===== src/rtl/breath_pkg.sv =====
// breath_pkg: mode codes and state type shared by the mode sequencer and the board LED mux.
package breath_pkg;
  localparam int MODE_W = 3;
  localparam int NUM_MODES = 5;
  localparam logic [MODE_W-1:0] MODE_SLOW = 3'd0, MODE_MID = 3'd1, MODE_FAST = 3'd2, MODE_AFK1 = 3'd3, MODE_AFK2 = 3'd4;
  typedef enum logic [MODE_W-1:0] {
    S_SLOW = MODE_SLOW, S_MID = MODE_MID, S_FAST = MODE_FAST, S_AFK1 = MODE_AFK1, S_AFK2 = MODE_AFK2
  } mode_t;
  // counter width for a count of n, never zero bits
  function automatic int cnt_w(int n);
    return n > 1 ? $clog2(n) : 1;
  endfunction
endpackage


===== src/rtl/breath_mode_ctrl_if.sv =====
// breath_mode_ctrl_if: user key in, mode enables/code/restart out.
interface breath_mode_ctrl_if;
  import breath_pkg::*;
  logic key_n;
  logic [NUM_MODES-1:0] mode_en;
  logic [MODE_W-1:0] mode_code;
  logic afk;
  logic mode_rst_n;
  modport master (output key_n, input mode_en, mode_code, afk, mode_rst_n);
  modport slave (input key_n, output mode_en, mode_code, afk, mode_rst_n);
endinterface


===== src/rtl/key_debounce.sv =====
// key_debounce: synchronises a bouncy active-low key and pulses once per debounced press.
module key_debounce #(
  parameter int DEB_CYCLES = 240000
) (
  input  logic clk,
  input  logic rst,
  input  logic key_n_i,
  output logic key_evt_o
);
  import breath_pkg::*;
  localparam int CW = cnt_w(DEB_CYCLES);
  logic [1:0] sync_q;
  logic lvl_q, evt_q;
  logic [CW-1:0] cnt_q;
  logic done;
  assign done = cnt_q == CW'(DEB_CYCLES - 1);
  // counter runs only while the synchronised sample disagrees with the accepted level
  always_ff @(posedge clk or negedge rst) begin
    if (!rst) begin
      sync_q <= 2'b11;
      lvl_q  <= 1'b1;
      cnt_q  <= '0;
      evt_q  <= 1'b0;
    end else begin
      sync_q <= {sync_q[0], key_n_i};
      evt_q  <= 1'b0;
      if (sync_q[1] == lvl_q) cnt_q <= '0;
      else if (done) begin
        lvl_q <= sync_q[1];
        cnt_q <= '0;
        evt_q <= !sync_q[1];
      end else cnt_q <= cnt_q + 1'b1;
    end
  end
  assign key_evt_o = evt_q;
endmodule


===== src/rtl/breath_mode_ctrl.sv =====
// breath_mode_ctrl: key-driven breathing-mode ring with idle timeout into alternating AFK patterns.
module breath_mode_ctrl
  import breath_pkg::*;
#(
  parameter int DEB_CYCLES      = 240000,
  parameter int IDLE_CYCLES     = 360000000,
  parameter int AFK_SWAP_CYCLES = 48000000,
  parameter int CLR_CYCLES      = 4
) (
  input logic clk,
  input logic rst,
  breath_mode_ctrl_if.slave bus
);
  localparam int IW = cnt_w(IDLE_CYCLES);
  localparam int SW = cnt_w(AFK_SWAP_CYCLES);
  localparam int CW = cnt_w(CLR_CYCLES);
  logic key_evt;
  mode_t state_q, state_d, last_q, last_d;
  logic [IW-1:0] idle_q, idle_d;
  logic [SW-1:0] swap_q, swap_d;
  logic [CW-1:0] clr_q;
  logic rst_n_q, afk_q;
  logic [NUM_MODES-1:0] en_q;
  logic [MODE_W-1:0] code_q;
  key_debounce #(.DEB_CYCLES(DEB_CYCLES)) u_deb (
    .clk(clk), .rst(rst), .key_n_i(bus.key_n), .key_evt_o(key_evt)
  );
  // a key event outranks either terminal count in the same cycle
  always_comb begin
    state_d = state_q;
    last_d  = last_q;
    idle_d  = idle_q;
    swap_d  = swap_q;
    if (state_q == S_AFK1 || state_q == S_AFK2) begin
      swap_d = swap_q + 1'b1;
      if (key_evt) begin
        state_d = last_q;
        idle_d  = '0;
      end else if (swap_q == SW'(AFK_SWAP_CYCLES - 1)) begin
        state_d = state_q == S_AFK1 ? S_AFK2 : S_AFK1;
        swap_d  = '0;
      end
    end else if (key_evt) begin
      state_d = state_q == S_SLOW ? S_MID : state_q == S_MID ? S_FAST : S_SLOW;
      idle_d  = '0;
    end else if (idle_q == IW'(IDLE_CYCLES - 1)) begin
      state_d = S_AFK1;
      last_d  = state_q;
      swap_d  = '0;
    end else idle_d = idle_q + 1'b1;
  end
  always_ff @(posedge clk or negedge rst) begin
    if (!rst) begin
      state_q <= S_SLOW;
      last_q  <= S_SLOW;
      idle_q  <= '0;
      swap_q  <= '0;
      clr_q   <= CW'(CLR_CYCLES - 1);
      rst_n_q <= 1'b0;
      en_q    <= NUM_MODES'(1);
      code_q  <= MODE_SLOW;
      afk_q   <= 1'b0;
    end else begin
      state_q <= state_d;
      last_q  <= last_d;
      idle_q  <= idle_d;
      swap_q  <= swap_d;
      en_q    <= NUM_MODES'(1) << state_d;
      code_q  <= state_d;
      afk_q   <= state_d == S_AFK1 || state_d == S_AFK2;
      if (state_d != state_q) begin
        clr_q   <= CW'(CLR_CYCLES - 1);
        rst_n_q <= 1'b0;
      end else if (clr_q != '0) begin
        clr_q   <= clr_q - 1'b1;
        rst_n_q <= 1'b0;
      end else rst_n_q <= 1'b1;
    end
  end
  assign bus.mode_en    = en_q;
  assign bus.mode_code  = code_q;
  assign bus.afk        = afk_q;
  assign bus.mode_rst_n = rst_n_q;
endmodule

===== src/flat_wrapper.sv =====
// flat-port wrapper written by rule: the top's interface ports become plain ports
module breath_mode_ctrl_flat import breath_pkg::*;
#(
  parameter int DEB_CYCLES      = 240000,
  parameter int IDLE_CYCLES     = 360000000,
  parameter int AFK_SWAP_CYCLES = 48000000,
  parameter int CLR_CYCLES      = 4
)
  (clk, rst, bus_key_n, bus_mode_en, bus_mode_code, bus_afk, bus_mode_rst_n);
  breath_mode_ctrl_if bus_i ();
  input logic clk;
  input logic rst;
  input wire logic [$bits(bus_i.key_n)-1:0] bus_key_n;
  output wire logic [$bits(bus_i.mode_en)-1:0] bus_mode_en;
  output wire logic [$bits(bus_i.mode_code)-1:0] bus_mode_code;
  output wire logic [$bits(bus_i.afk)-1:0] bus_afk;
  output wire logic [$bits(bus_i.mode_rst_n)-1:0] bus_mode_rst_n;
  assign bus_i.key_n = bus_key_n;
  assign bus_mode_en = bus_i.mode_en;
  assign bus_mode_code = bus_i.mode_code;
  assign bus_afk = bus_i.afk;
  assign bus_mode_rst_n = bus_i.mode_rst_n;
  breath_mode_ctrl #(.DEB_CYCLES(DEB_CYCLES), .IDLE_CYCLES(IDLE_CYCLES), .AFK_SWAP_CYCLES(AFK_SWAP_CYCLES), .CLR_CYCLES(CLR_CYCLES)) u_core (.clk(clk), .rst(rst), .bus(bus_i));
endmodule

===== config.mk =====
export PLATFORM = sky130hd
export DESIGN_NAME = breath_mode_ctrl_flat
export DESIGN_NICKNAME = d
export VERILOG_FILES = /design/src/rtl/breath_pkg.sv /design/src/rtl/breath_mode_ctrl_if.sv /design/src/rtl/key_debounce.sv /design/src/rtl/breath_mode_ctrl.sv /design/src/flat_wrapper.sv
export SDC_FILE = /design/constraint.sdc
export NUM_CORES = 1
export LEC_CHECK = 0
export CORE_MARGIN = 5
export CORE_UTILIZATION = 30
export CTS_BUF_LIST = sky130_fd_sc_hd__clkbuf_2
export DETAILED_ROUTE_END_ITERATION = 7
export DONT_BUFFER_PORTS = 1
export PLACE_DENSITY_LB_ADDON = 0.25
export SYNTH_ARGS = -nofsm -noshare
export SYNTH_HDL_FRONTEND = slang
export SYNTH_HIERARCHICAL = 1
export SYNTH_SLANG_ARGS = --single-unit

===== constraint.sdc =====
create_clock -name clk -period 2.04 [get_ports clk]
set_input_delay 0.306 -clock clk [delete_from_list [all_inputs] [get_ports clk]]
set_output_delay 0.306 -clock clk [all_outputs]
set_load 0.02 [all_outputs]

==> tab_implementation.tex, run 1 <==
\begin{tabular}{lr}
\hline
Metric & Value \\
\hline
\multicolumn{2}{l}{\textbf{Power}} \\
Static leakage power & 2.66 nW \\
Sequential cell fraction of total power & 63.7\% \\
Combinational Power Share & 0.6\% \\
Net switching power & 639 uW \\
Clock power share & 35.7\% \\
Internal power of the cells & 2.25 mW \\
Power Total & 2.89 mW \\
Power per standard cell area & 461 nW/um\^{}2 \\
Switching Share & 22.1\% \\
Worst-case vdd ir drop & 0.224 mV \\
\multicolumn{2}{l}{\textbf{Synthesis}} \\
Most numerous cell types in the synthesized netlist & sky130\_fd\_sc\_hd\_\_dfrtp\_1 (86), sky130\_fd\_sc\_hd\_\_nor2\_1 (55), sky130\_fd\_sc\_hd\_\_nand2\_1 (47), sky130\_fd\_sc\_hd\_\_nand3\_1 (39), sky130\_fd\_sc\_hd\_\_xnor2\_1 (24) \\
Cell Area, Synth & 4940 sq um \\
Top cells by area, synth & sky130\_fd\_sc\_hd\_\_dfrtp\_1 (44\%), sky130\_fd\_sc\_hd\_\_xnor2\_1 (4.3\%), sky130\_fd\_sc\_hd\_\_nor2\_1 (4.2\%) \\
Post-synthesis area per instance & 9.71 sq um \\
Proportion of netlist area held by the largest area contributor & 43.5\% \\
Synthesized netlist net count & 516 \\
Library cells used by synthesis & 72 \\
Number of synthesis warnings & 6 \\
Number of enable-type register cells in the synthesized netlist & 0 \\
Commonest register cell after synthesis & sky130\_fd\_sc\_hd\_\_dfrtp\_1 \\
Proportion of synthesized flip-flops having asynchronous set or reset & 100\% \\
Library cell with the highest instance count after synthesis & sky130\_fd\_sc\_hd\_\_dfrtp\_1 \\
Gate count of the mapped netlist & 509 \\
Cell taking the most area after synthesis & sky130\_fd\_sc\_hd\_\_dfrtp\_1 \\
Flop and latch count out of synthesis & 92 \\
Share of synthesized area occupied by flip-flops and latches & 46.7\% \\
\multicolumn{2}{l}{\textbf{STA}} \\
Tightest slew margin relative to the limit & 71.5\% \\
Clock Skews & 0.0173 ns \\
Tightest hold margin & -0.626 ns \\
Count of final hold-check violations & 92 \\
Unrepaired setup endpoints after global routing & true \\
Setup slack of the critical path after layout & -0.0431 ns \\
Pin slew with the least headroom to its limit & 0.422 ns \\
Number of endpoints failing setup at the final stage & 7 \\
Peak clock frequency supported by timing & 0.480 GHz \\
Share of the cycle needed by the critical path after routing & 102\% \\
Fin crit period & 2.08 ns \\
Final Max Slew Viols & 0 \\
\multicolumn{2}{l}{\textbf{Setup path}} \\
Worst Reg2Reg Path Length in Cells & 6 \\
Flop-to-flop setup slack & -0.04 ns \\
Cells traversed along the worst timing path & nor4b\_2 > nand4\_1 > or3\_1 > o31ai\_2 > a31oi\_2 > and2\_1 \\
Worst Setup Path Type & reg2reg \\
Setup crit start kind & flip-flop \\
Critical Path RT & 2.55 ns \\
Highest net fanout along the worst path & 3 \\
Arr. time, crit path & 2.59 ns \\
Worst path bufs/invs & 0 \\
Family with the most delay on the worst path & simple AND/OR/NAND/NOR gates \\
Worst stage delay on the critical path & 0.45 ns \\
Logic depth of the worst path, buffers included & 6 \\
CP endpoint kind & flip-flop \\
Critical register-to-register path startpoint & u\_core/swap\_q[12]\$\_DFFE\_PN0P\_ \\
Cell type of the slowest stage on the worst timing path & sky130\_fd\_sc\_hd\_\_dfrtp\_1 \\
End of the worst register-to-register path & u\_core/bus.mode\_rst\_n\$\_DFF\_PN0\_ \\
\multicolumn{2}{l}{\textbf{Detailed routing}} \\
Total wirelength of the detailed-routed design & 12200 microns \\
Wire per inst & 14.9 microns \\
Initial DRC count & 281 \\
Antenna viol nets, final & 0 \\
Drt via density & 5.05 \\
Total iterations of the first detailed-routing run & 5 \\
Total number of vias & 4130 \\
DRC violation count after routing & 0 \\
\multicolumn{2}{l}{\textbf{GRT}} \\
All-Layer GR Usage & 12.3\% \\
Initial antenna violation count & 1 \\
Vias in the first global route & 3975 \\
Total overflow reported by the global router & 0 \\
Global-route wire length before repair & 19700 microns \\
Maximum number of pins on one net before global-route repair & 93 \\
\multicolumn{2}{l}{\textbf{Floorplanning}} \\
Core Footprint & 16300 sq um \\
Die outline height & 138 microns \\
Boundary Pins & 13 \\
Row count & 47 \\
Die Span X & 138 microns \\
Initial core utilization & 30.2\% \\
Area enclosed by the die boundary & 19100 sq um \\
\multicolumn{2}{l}{\textbf{Clocking}} \\
Clk\_lat worst skew & 0.58 ns \\
Clock buffer count from CTS & 9 \\
Number of sinks driven by the clock tree & 92 \\
Clock tree buffer depth & 2 \\
Hold bufs inserted after CTS & 1 \\
Clock tree from TritonCTS & built \\
Clock edge transition at the registers on the reported setup and hold paths & 0.25 ns \\
H-tree lvl count & 3 \\
Buffer cell driving the clock tree root & sky130\_fd\_sc\_hd\_\_clkbuf\_2 \\
\multicolumn{2}{l}{\textbf{Outcome}} \\
Result of the run & finished, violations left \\
Failing checks & negative hold slack, negative setup slack \\
\multicolumn{2}{l}{\textbf{Place}} \\
Setup slack at placement & -0.112 ns \\
Placed Instances & 773 \\
Hpwl dp & 7840 microns \\
Count of buffers inserted at the top-level ports & 0 \\
Global placer's final weighted congestion & 0.823 \\
\multicolumn{2}{l}{\textbf{Job}} \\
Max Cap Viol & 0 \\
\multicolumn{2}{l}{\textbf{Final layout}} \\
Layout overhead on the synthesized area & 27.0\% \\
Number of nets in the final layout & 599 \\
Share of cells above drive strength 1 & 30.7\% \\
Fillers & 1658 \\
Non-filler instance count after layout & 818 \\
\multicolumn{2}{l}{\textbf{Worst hold path}} \\
HP Class & in2async \\
\hline
\end{tabular}
==> cell families (layout without fill, tap and decap cells) <==
kind of cell,after synthesis,count (layout),share of synthesized area (%)
DFF,92,92,46.7
other,0,1,0
buffers and inverters,27,115,2.58
adders and majority gates,4,4,1.01
and+or+nand+nor,264,264,30.6
AOI/OAI and AO/OA,69,69,9.37
xor gates and xnor gates,44,44,7.80
muxes,9,9,1.95
==> placed cells by master, fill, tap and decap left out, types with 5 or more instances in the layout <==
cell / instances
sky130_fd_sc_hd__o311ai_1: 5
sky130_fd_sc_hd__nor2_1: 52
sky130_fd_sc_hd__xor2_1: 20
sky130_fd_sc_hd__inv_1: 10
sky130_fd_sc_hd__or3_1: 9
sky130_fd_sc_hd__buf_4: 73
sky130_fd_sc_hd__nand2_2: 10
sky130_fd_sc_hd__nand3_1: 36
sky130_fd_sc_hd__buf_6: 9
sky130_fd_sc_hd__o21ai_0: 10
sky130_fd_sc_hd__o21ai_1: 11
sky130_fd_sc_hd__o21ai_2: 5
sky130_fd_sc_hd__and4_1: 8
sky130_fd_sc_hd__nand4_1: 22
sky130_fd_sc_hd__xnor2_1: 24
sky130_fd_sc_hd__clkbuf_2: 11
sky130_fd_sc_hd__and3_1: 9
sky130_fd_sc_hd__nand2_1: 36
sky130_fd_sc_hd__dfrtp_1: 83
sky130_fd_sc_hd__dfstp_2: 6
sky130_fd_sc_hd__nor3_1: 12
sky130_fd_sc_hd__a21oi_1: 10
==> layout make-up <==
class / instances / area [sq um] / area share, %
sequential: 92 / 2310 / 36.8
antenna: 1 / 2.50 / 0.0399
multi-input combinational: 390 / 2750 / 43.8
clock inverter: 5 / 76.3 / 1.22
clock buffer: 11 / 55.1 / 0.877
timing repair buffer: 89 / 769 / 12.3
tap: 220 / 275 / 4.38
inverter: 10 / 37.5 / 0.598
==> repair_timing <==
| action | CTS | global route |
|---|---|---|
| buffers inserted | 9 | 13 |
| resized for setup | 9 | 69 |
| pin swaps | 9 | 23 |
| cloned | 0 | 6 |
| endpoints found under the hold margin | 93 | 92 |
| setup endpoints to repair | 33 | 56 |
==> registers in the layout (all words and copies together), names as in the netlist, 2 cells and up <==
name and flops:
u_core/bus.mode_en 5, u_core/u_deb/sync_q 2, u_core/last_q 3, u_core/bus.mode_code 3
u_core/idle_q 29, u_core/u_deb/cnt_q 18, u_core/clr_q 2, u_core/swap_q 26
==> how the worst max path moves through the flow <==
stage                                   from                         endpoint  slack, ns
5_1_grt        u_core/idle_q[17]$_DFFE_PN0P_  u_core/bus.mode_rst_n$_DFF_PN0_      -0.17
4_1_cts        u_core/idle_q[15]$_DFFE_PN0P_  u_core/bus.mode_rst_n$_DFF_PN0_      -0.05
6_report       u_core/swap_q[12]$_DFFE_PN0P_  u_core/bus.mode_rst_n$_DFF_PN0_      -0.04
2_1_floorplan   u_core/idle_q[9]$_DFFE_PN0P_  u_core/bus.mode_en[1]$_DFF_PN0_     -0.002
3_3_place_gp   u_core/swap_q[12]$_DFFE_PN0P_  u_core/bus.mode_en[1]$_DFF_PN0_      -0.05
3_5_place_dp   u_core/idle_q[17]$_DFFE_PN0P_    u_core/swap_q[19]$_DFFE_PN0P_      -0.11
==> power by group through the flow <==
stage	combinational (mW)	clock (mW)	sequential, mW
global route	0.0212	1.15	1.85
detailed placement	0.0164	0	1.87
global placement	0.0162	0	1.87
CTS	0.0182	1.10	1.84
floorplan	0.0137	0	1.87
finish	0.0176	1.03	1.84
==> metal layers <==
layer / vias to the layer above / track usage [%] / wire length, microns / part of all wire, %
li1: 2022 / - / - / -
met1: 2052 / 17.1 / 5780 / 48
met2: 50 / 19.4 / 5940 / 49
met3: 6 / 3.28 / 334 / 2.7
met4: 0 / 2.50 / 93 / 0.77
met5: - / 0 / 0 / 0
==> stage by stage <==
| step | TNS [ns] | utilization (%) | cell area, sq um |
|---|---|---|---|
| final | -0.136 | 38.4 | 6280 |
| after global routing | -2.90 | 38.4 | 6280 |
| after CTS | -0.485 | 35.9 | 5870 |
| after detailed placement | -1.15 | 34.3 | 5610 |
| after global placement | -0.143 | 34.3 | 5610 |
| after floorplan | -0.00166 | - | 4950 |
No activity file was read; power rests on OpenSTA's default activity.
==> inputs of run 2 (changes only) <==
- SYNTH_HIERARCHICAL: 1 -> not set
==> run 2 against run 1 <==
The run still ends with negative hold slack, negative setup slack left. Total power is 2.9% lower. Synthesized cell count is 3.3% higher. Register-to-register slack worse by 0.22 ns. Hold slack worse by 0.035 ns. Critical path depth is 3 higher. Sequential power hardly changed. Via count is 2.1% higher. Sequential share of layout area is 1.1 points lower. Highest routed layer unchanged. Sequential cell count stayed put. Clock power is 8% lower. Clock skew is 0.028 ns higher. Utilization is 1.9 points higher.
==> tab_implementation.tex, run 2 <==
\begin{tabular}{lr}
\hline
Metric & Value \\
\hline
\multicolumn{2}{l}{\textbf{Clocking}} \\
Clock edge transition at the registers on the reported setup and hold paths & 0.29 ns \\
Clock buffer count from CTS & 9 \\
Clock tree from TritonCTS & built \\
Number of sinks driven by the clock tree & 92 \\
Buffer cell driving the clock tree root & sky130\_fd\_sc\_hd\_\_clkbuf\_2 \\
Hold bufs inserted after CTS & 1 \\
Clock tree buffer depth & 2 \\
Clk\_lat worst skew & 0.61 ns \\
H-tree lvl count & 3 \\
\multicolumn{2}{l}{\textbf{Floorplanning}} \\
Die Span X & 138 microns \\
Initial core utilization & 30.7\% \\
Area enclosed by the die boundary & 19000 sq um \\
Boundary Pins & 13 \\
Core Footprint & 16000 sq um \\
Row count & 46 \\
Die outline height & 138 microns \\
\multicolumn{2}{l}{\textbf{Synthesis}} \\
Gate count of the mapped netlist & 526 \\
Flop and latch count out of synthesis & 92 \\
Library cells used by synthesis & 59 \\
Post-synthesis area per instance & 9.34 sq um \\
Cell taking the most area after synthesis & sky130\_fd\_sc\_hd\_\_dfrtp\_1 \\
Commonest register cell after synthesis & sky130\_fd\_sc\_hd\_\_dfrtp\_1 \\
Number of enable-type register cells in the synthesized netlist & 0 \\
Most numerous cell types in the synthesized netlist & sky130\_fd\_sc\_hd\_\_dfrtp\_1 (86), sky130\_fd\_sc\_hd\_\_nor2\_1 (67), sky130\_fd\_sc\_hd\_\_nand2\_1 (42), sky130\_fd\_sc\_hd\_\_nand3\_1 (34), sky130\_fd\_sc\_hd\_\_o21ai\_0 (25) \\
Synthesized netlist net count & 533 \\
Cell Area, Synth & 4910 sq um \\
Proportion of synthesized flip-flops having asynchronous set or reset & 100\% \\
Top cells by area, synth & sky130\_fd\_sc\_hd\_\_dfrtp\_1 (44\%), sky130\_fd\_sc\_hd\_\_nor2\_1 (5.1\%), sky130\_fd\_sc\_hd\_\_xor2\_1 (4.3\%) \\
Number of synthesis warnings & 0 \\
Proportion of netlist area held by the largest area contributor & 43.8\% \\
Library cell with the highest instance count after synthesis & sky130\_fd\_sc\_hd\_\_dfrtp\_1 \\
Share of synthesized area occupied by flip-flops and latches & 47.0\% \\
\multicolumn{2}{l}{\textbf{Place}} \\
Placed Instance Area & 5920 sq um \\
Hpwl dp & 8000 microns \\
Count of buffers inserted at the top-level ports & 0 \\
Setup slack at placement & -0.340 ns \\
Placed Instances & 818 \\
Global placer's final weighted congestion & 0.842 \\
\multicolumn{2}{l}{\textbf{GRT}} \\
Maximum number of pins on one net before global-route repair & 93 \\
Total overflow reported by the global router & 0 \\
Global-route wire length before repair & 20200 microns \\
Vias in the first global route & 4163 \\
All-Layer GR Usage & 13.2\% \\
Initial antenna violation count & 0 \\
\multicolumn{2}{l}{\textbf{STA}} \\
Tightest hold margin & -0.661 ns \\
Final Max Slew Viols & 0 \\
Count of final hold-check violations & 92 \\
Setup TNS & -8.20 ns \\
Tightest slew margin relative to the limit & 70.0\% \\
Number of endpoints failing setup at the final stage & 60 \\
Setup slack of the critical path after layout & -0.259 ns \\
Unrepaired setup endpoints after global routing & true \\
Share of the cycle needed by the critical path after routing & 113\% \\
Clock Skews & 0.0457 ns \\
Pin slew with the least headroom to its limit & 0.445 ns \\
Peak clock frequency supported by timing & 0.435 GHz \\
Fin crit period & 2.30 ns \\
\multicolumn{2}{l}{\textbf{Power}} \\
Static leakage power & 2.81 nW \\
Combinational Power Share & 0.8\% \\
Net switching power & 685 uW \\
Power Total & 2.81 mW \\
Internal power of the cells & 2.13 mW \\
Power per standard cell area & 435 nW/um\^{}2 \\
Sequential cell fraction of total power & 65.5\% \\
Clock power share & 33.7\% \\
Switching Share & 24.4\% \\
Worst-case vdd ir drop & 0.284 mV \\
\multicolumn{2}{l}{\textbf{Final layout}} \\
Share of cells above drive strength 1 & 31.5\% \\
Max FFs per register & 29 \\
Commonest non-fill, non-tap cells in the layout & sky130\_fd\_sc\_hd\_\_buf\_4 (104), sky130\_fd\_sc\_hd\_\_dfrtp\_1 (86), sky130\_fd\_sc\_hd\_\_nor2\_1 (62) \\
Largest reg by FF count & u\_core.idle\_q \\
Most frequent standard cell in the layout excluding fill and tap cells & sky130\_fd\_sc\_hd\_\_buf\_4 \\
Number of nets in the final layout & 637 \\
Diode insertion count for antenna repair & 0 \\
Fin area & 6450 sq um \\
Non-filler instance count after layout & 851 \\
End-of-flow core utilization & 40.3\% \\
Registers with the most flip-flops & u\_core.idle\_q: 29 flops, u\_core.swap\_q: 26 flops, u\_core.u\_deb.cnt\_q: 18 flops \\
Layout overhead on the synthesized area & 31.3\% \\
\multicolumn{2}{l}{\textbf{Detailed routing}} \\
Drt via density & 4.96 \\
DRC violation count after routing & 0 \\
Initial DRC count & 234 \\
Total wirelength of the detailed-routed design & 12000 microns \\
Antenna viol nets, final & 0 \\
Wire per inst & 14.1 microns \\
Total iterations of the first detailed-routing run & 4 \\
Total number of vias & 4218 \\
\multicolumn{2}{l}{\textbf{Worst hold path}} \\
HP Class & in2async \\
\multicolumn{2}{l}{\textbf{Setup path}} \\
Worst Setup Path Type & reg2reg \\
Worst Reg2Reg Path Length in Cells & 9 \\
End of the worst register-to-register path & u\_core.idle\_q[20]\$\_DFFE\_PN0P\_ \\
Flop-to-flop setup slack & -0.26 ns \\
Critical register-to-register path startpoint & u\_core.idle\_q[0]\$\_DFFE\_PN0P\_ \\
Critical Path RT & 2.54 ns \\
CP endpoint kind & flip-flop \\
Highest net fanout along the worst path & 8 \\
Arr. time, crit path & 2.80 ns \\
Setup crit start kind & flip-flop \\
\multicolumn{2}{l}{\textbf{Outcome}} \\
Failing checks & negative hold slack, negative setup slack \\
Result of the run & finished, violations left \\
\multicolumn{2}{l}{\textbf{Job}} \\
Max Cap Viol & 0 \\
\hline
\end{tabular}
[run 2: cell families (layout without fill, tap and decap cells)]
logic type	Yosys count	in the layout	synth area share, %
flip-flops	92	92	47.0
AND/OR/NAND/NOR	249	249	27.7
buffers and inverters	35	144	3.16
multiplexers	3	3	0.687
XOR/XNOR	45	45	8.02
adder cells (fa/ha/maj)	4	4	1.02
AO/OA/AOI/OAI	98	98	12.4
[run 2: power by group through the flow]
| stage | clock [mW] | sequential (mW) | combinational (mW) |
|---|---|---|---|
| final | 0.947 | 1.84 | 0.0217 |
| after global routing | 1.06 | 1.84 | 0.0245 |
| after CTS | 1.01 | 1.84 | 0.0218 |
| after detailed placement | 0 | 1.87 | 0.0202 |
| after global placement | 0 | 1.87 | 0.0196 |
| after floorplan | 0 | 1.87 | 0.0148 |
[run 2: what timing repair did]
action                     CTS  global route
resized for setup           28            35
hold endpoints to repair    93            92
setup endpoints to repair   64            70
setup buffers                8             7
gates cloned                 1             0
pin swaps                   26            26
[run 2: worst max-delay path: stages (launching register included)]
cell                      delay [ns]
sky130_fd_sc_hd__dfrtp_1        0.46
sky130_fd_sc_hd__ha_4           0.16
sky130_fd_sc_hd__nand4_4        0.07
sky130_fd_sc_hd__or4_4          0.58
sky130_fd_sc_hd__or2_4          0.28
sky130_fd_sc_hd__a21oi_4        0.21
sky130_fd_sc_hd__buf_6          0.16
sky130_fd_sc_hd__nor4_1         0.06
sky130_fd_sc_hd__xnor2_1        0.17
sky130_fd_sc_hd__nor2_1         0.05
[run 2: how the worst max path moves through the flow]
| stage | from | to | slack, ns | depth (start not counted) |
|---|---|---|---|---|
| after floorplan | u_core.swap_q[0]$_DFFE_PN0P_ | u_core.bus.afk$_DFF_PN0_ | -0.22 | 9 |
| after global placement | u_core.idle_q[17]$_DFFE_PN0P_ | u_core.idle_q[11]$_DFFE_PN0P_ | -0.29 | 7 |
| after detailed placement | u_core.swap_q[0]$_DFFE_PN0P_ | u_core.swap_q[17]$_DFFE_PN0P_ | -0.34 | 10 |
| after CTS | u_core.swap_q[0]$_DFFE_PN0P_ | u_core.bus.afk$_DFF_PN0_ | -0.26 | 8 |
| after global routing | u_core.idle_q[0]$_DFFE_PN0P_ | u_core.bus.afk$_DFF_PN0_ | -0.35 | 8 |
| final | u_core.idle_q[0]$_DFFE_PN0P_ | u_core.idle_q[20]$_DFFE_PN0P_ | -0.26 | 9 |
[run 2: layer usage]
metal | vias up | track usage [%] | share of wire, %
li1 | 2079 | - | -
met1 | 2084 | 17.6 | 48
met2 | 49 | 21.6 | 48
met3 | 6 | 3.81 | 3.5
met4 | 0 | 2.63 | 0.71
met5 | - | 0 | 0
[run 2: layout make-up]
cell class	instances	area (sq um)
clock buffers	9	45.0
repair buffers	118	985
well taps	216	270
clock inverters	7	67.6
inverters	10	37.5
multi-input cells	399	2740
flip-flops and latches	92	2310
fillers	1619	9550
==> inputs of run 3 (changes only) <==
- CTS_BUF_LIST: sky130_fd_sc_hd__clkbuf_2 -> not set
- PLACE_DENSITY_LB_ADDON: 0.25 -> not set
==> run 3 against run 2 <==
The flow still finishes with violations (negative hold slack, negative setup slack). Via count grew 0.88%. Setup slack better by 0.017 ns. First-iteration DRC count grew 24%. Maximum frequency up 0.77%. Highest routed layer unchanged. Design area up 4.4%. Largest cell class unchanged.
==> tab_implementation.tex, run 3 (same netlist as run 2, synthesis figures left out) <==
\begin{tabular}{lr}
\hline
Metric & Value \\
\hline
\multicolumn{2}{l}{\textbf{Setup path}} \\
Worst stage delay on the critical path & 0.56 ns \\
Setup crit start kind & flip-flop \\
Family with the most delay on the worst path & simple AND/OR/NAND/NOR gates \\
Worst path bufs/invs & 1 \\
Highest net fanout along the worst path & 4 \\
Worst Setup Path Type & reg2reg \\
Cells traversed along the worst timing path & ha\_4 > nand4\_4 > or4\_4 > buf\_4 > nor2\_4 > o311ai\_4 > o21ai\_4 > and3b\_1 > o21bai\_1 \\
Critical Path RT & 2.26 ns \\
Cell type of the slowest stage on the worst timing path & sky130\_fd\_sc\_hd\_\_or4\_4 \\
CP endpoint kind & flip-flop \\
Arr. time, crit path & 2.50 ns \\
\multicolumn{2}{l}{\textbf{Detailed routing}} \\
Total number of vias & 4255 \\
Total iterations of the first detailed-routing run & 4 \\
Wire per inst & 14.5 microns \\
Total wirelength of the detailed-routed design & 12300 microns \\
Drt via density & 4.99 \\
DRC violation count after routing & 0 \\
Initial DRC count & 289 \\
Antenna viol nets, final & 0 \\
\multicolumn{2}{l}{\textbf{Final layout}} \\
Max FFs per register & 29 \\
Registers with the most flip-flops & u\_core.idle\_q: 29 flops, u\_core.swap\_q: 26 flops, u\_core.u\_deb.cnt\_q: 18 flops \\
Commonest non-fill, non-tap cells in the layout & sky130\_fd\_sc\_hd\_\_buf\_4 (105), sky130\_fd\_sc\_hd\_\_dfrtp\_1 (85), sky130\_fd\_sc\_hd\_\_nor2\_1 (63) \\
Fin area & 6740 sq um \\
Non-filler instance count after layout & 852 \\
End-of-flow core utilization & 42.1\% \\
Most frequent standard cell in the layout excluding fill and tap cells & sky130\_fd\_sc\_hd\_\_buf\_4 \\
Layout overhead on the synthesized area & 37.0\% \\
Largest reg by FF count & u\_core.idle\_q \\
Share of cells above drive strength 1 & 32.7\% \\
Diode insertion count for antenna repair & 0 \\
Number of nets in the final layout & 638 \\
\multicolumn{2}{l}{\textbf{Clocking}} \\
H-tree lvl count & 3 \\
Number of sinks driven by the clock tree & 92 \\
Clock tree buffer depth & 2 \\
Hold bufs inserted after CTS & 1 \\
Clock tree from TritonCTS & built \\
Clock buffer count from CTS & 9 \\
Clk\_lat worst skew & 0.35 ns \\
Buffer cell driving the clock tree root & sky130\_fd\_sc\_hd\_\_clkbuf\_16 \\
Clock edge transition at the registers on the reported setup and hold paths & 0.07 ns \\
\multicolumn{2}{l}{\textbf{STA}} \\
Count of final hold-check violations & 92 \\
Fin crit period & 2.28 ns \\
Number of endpoints failing setup at the final stage & 56 \\
Unrepaired setup endpoints after global routing & true \\
Setup slack of the critical path after layout & -0.242 ns \\
Pin slew with the least headroom to its limit & 0.443 ns \\
Final Max Slew Viols & 0 \\
Share of the cycle needed by the critical path after routing & 112\% \\
Clock Skews & 0.00890 ns \\
Tightest hold margin & -0.354 ns \\
Peak clock frequency supported by timing & 0.438 GHz \\
Tightest slew margin relative to the limit & 70.4\% \\
\multicolumn{2}{l}{\textbf{Job}} \\
Max Cap Viol & 0 \\
\multicolumn{2}{l}{\textbf{Power}} \\
Net switching power & 712 uW \\
Internal power of the cells & 2.95 mW \\
Static leakage power & 2.92 nW \\
Power Total & 3.66 mW \\
Clock power share & 49.2\% \\
Switching Share & 19.5\% \\
Worst-case vdd ir drop & 0.426 mV \\
Combinational Power Share & 0.6\% \\
Power per standard cell area & 544 nW/um\^{}2 \\
Sequential cell fraction of total power & 50.2\% \\
\multicolumn{2}{l}{\textbf{Floorplanning}} \\
Boundary Pins & 13 \\
Row count & 46 \\
Core Footprint & 16000 sq um \\
Die Span X & 138 microns \\
Area enclosed by the die boundary & 19000 sq um \\
Initial core utilization & 30.7\% \\
Die outline height & 138 microns \\
\multicolumn{2}{l}{\textbf{GRT}} \\
Maximum number of pins on one net before global-route repair & 93 \\
Vias in the first global route & 4164 \\
Total overflow reported by the global router & 0 \\
Global-route wire length before repair & 19800 microns \\
All-Layer GR Usage & 12.9\% \\
Initial antenna violation count & 0 \\
\multicolumn{2}{l}{\textbf{Worst hold path}} \\
HP Class & in2async \\
\multicolumn{2}{l}{\textbf{Outcome}} \\
Failing checks & negative hold slack, negative setup slack \\
Result of the run & finished, violations left \\
\multicolumn{2}{l}{\textbf{Place}} \\
Placed Instances & 814 \\
Placed Instance Area & 5910 sq um \\
Count of buffers inserted at the top-level ports & 0 \\
Global placer's final weighted congestion & 0.840 \\
Hpwl dp & 7840 microns \\
\hline
\end{tabular}
-- run 3: final timing paths --
kind / startpoint / end / slack (ns) / cells past startpoint
max in group asynchronous: rst / u_core.clr_q[0]$_DFFE_PN1P_ / 2.20 / 0
worst min-delay path: rst / u_core.swap_q[23]$_DFFE_PN0P_ / -0.35 / 0
worst max-delay path: u_core.idle_q[0]$_DFFE_PN0P_ / u_core.bus.afk$_DFF_PN0_ / -0.24 / 9
min in group clk: u_core.u_deb.sync_q[0]$_DFF_PN1_ / u_core.u_deb.sync_q[1]$_DFF_PN1_ / 0.36 / 0
worst min register to register: u_core.u_deb.sync_q[0]$_DFF_PN1_ / u_core.u_deb.sync_q[1]$_DFF_PN1_ / 0.36 / 0
worst max register to register: u_core.idle_q[0]$_DFFE_PN0P_ / u_core.bus.afk$_DFF_PN0_ / -0.24 / 9
-- run 3: cell type report --
cell class	count	area, sq um
repair buffers	119	1010
well taps	216	270
clock buffers	12	246
inverters	10	37.5
multi-input cells	399	2790
fillers	1551	9270
clock inverters	4	72.6
flip-flops and latches	92	2310
-- run 3: repair_timing --
item | 4_1_cts | 5_1_grt
buffers inserted | 10 | 9
hold endpoints to repair | 93 | 92
gates resized for setup | 24 | 48
pin swaps | 26 | 21
gates cloned | 0 | 3
setup endpoints to repair | 63 | 68
-- run 3: per-stage QoR --
| stage | hold slack (ns) | setup TNS [ns] | worst slack [ns] |
|---|---|---|---|
| after floorplan | 0.0104 | -2.21 | -0.217 |
| after global placement | 0.0154 | -6.35 | -0.253 |
| after detailed placement | 0.0160 | -9.39 | -0.334 |
| after CTS | -0.357 | -5.28 | -0.206 |
| after global routing | -0.368 | -13.01 | -0.315 |
| final | -0.354 | -7.37 | -0.242 |
-- run 3: worst reg2reg max path: stages (launching register included) --
cell                       delay [ns]
sky130_fd_sc_hd__dfrtp_1         0.40
sky130_fd_sc_hd__ha_4            0.17
sky130_fd_sc_hd__nand4_4         0.08
sky130_fd_sc_hd__or4_4           0.56
sky130_fd_sc_hd__buf_4           0.16
sky130_fd_sc_hd__nor2_4          0.11
sky130_fd_sc_hd__o311ai_4        0.12
sky130_fd_sc_hd__o21ai_4         0.20
sky130_fd_sc_hd__and3b_1         0.21
sky130_fd_sc_hd__o21bai_1        0.15
-- run 3: power by group through the flow --
stage / clock network (mW) / registers, mW / logic [mW]
4_1_cts: 1.85 / 1.84 / 0.0217
5_1_grt: 1.91 / 1.84 / 0.0239
2_1_floorplan: 0 / 1.87 / 0.0148
3_3_place_gp: 0 / 1.87 / 0.0194
6_report: 1.80 / 1.84 / 0.0213
3_5_place_dp: 0 / 1.87 / 0.0201
-- run 3: metal layers --
metal,track usage (%),vias up,wire [microns]
li1,-,2080,-
met1,16.8,2099,5560
met2,21.4,68,6180
met3,3.63,8,464
met4,2.91,0,102
met5,0,-,0
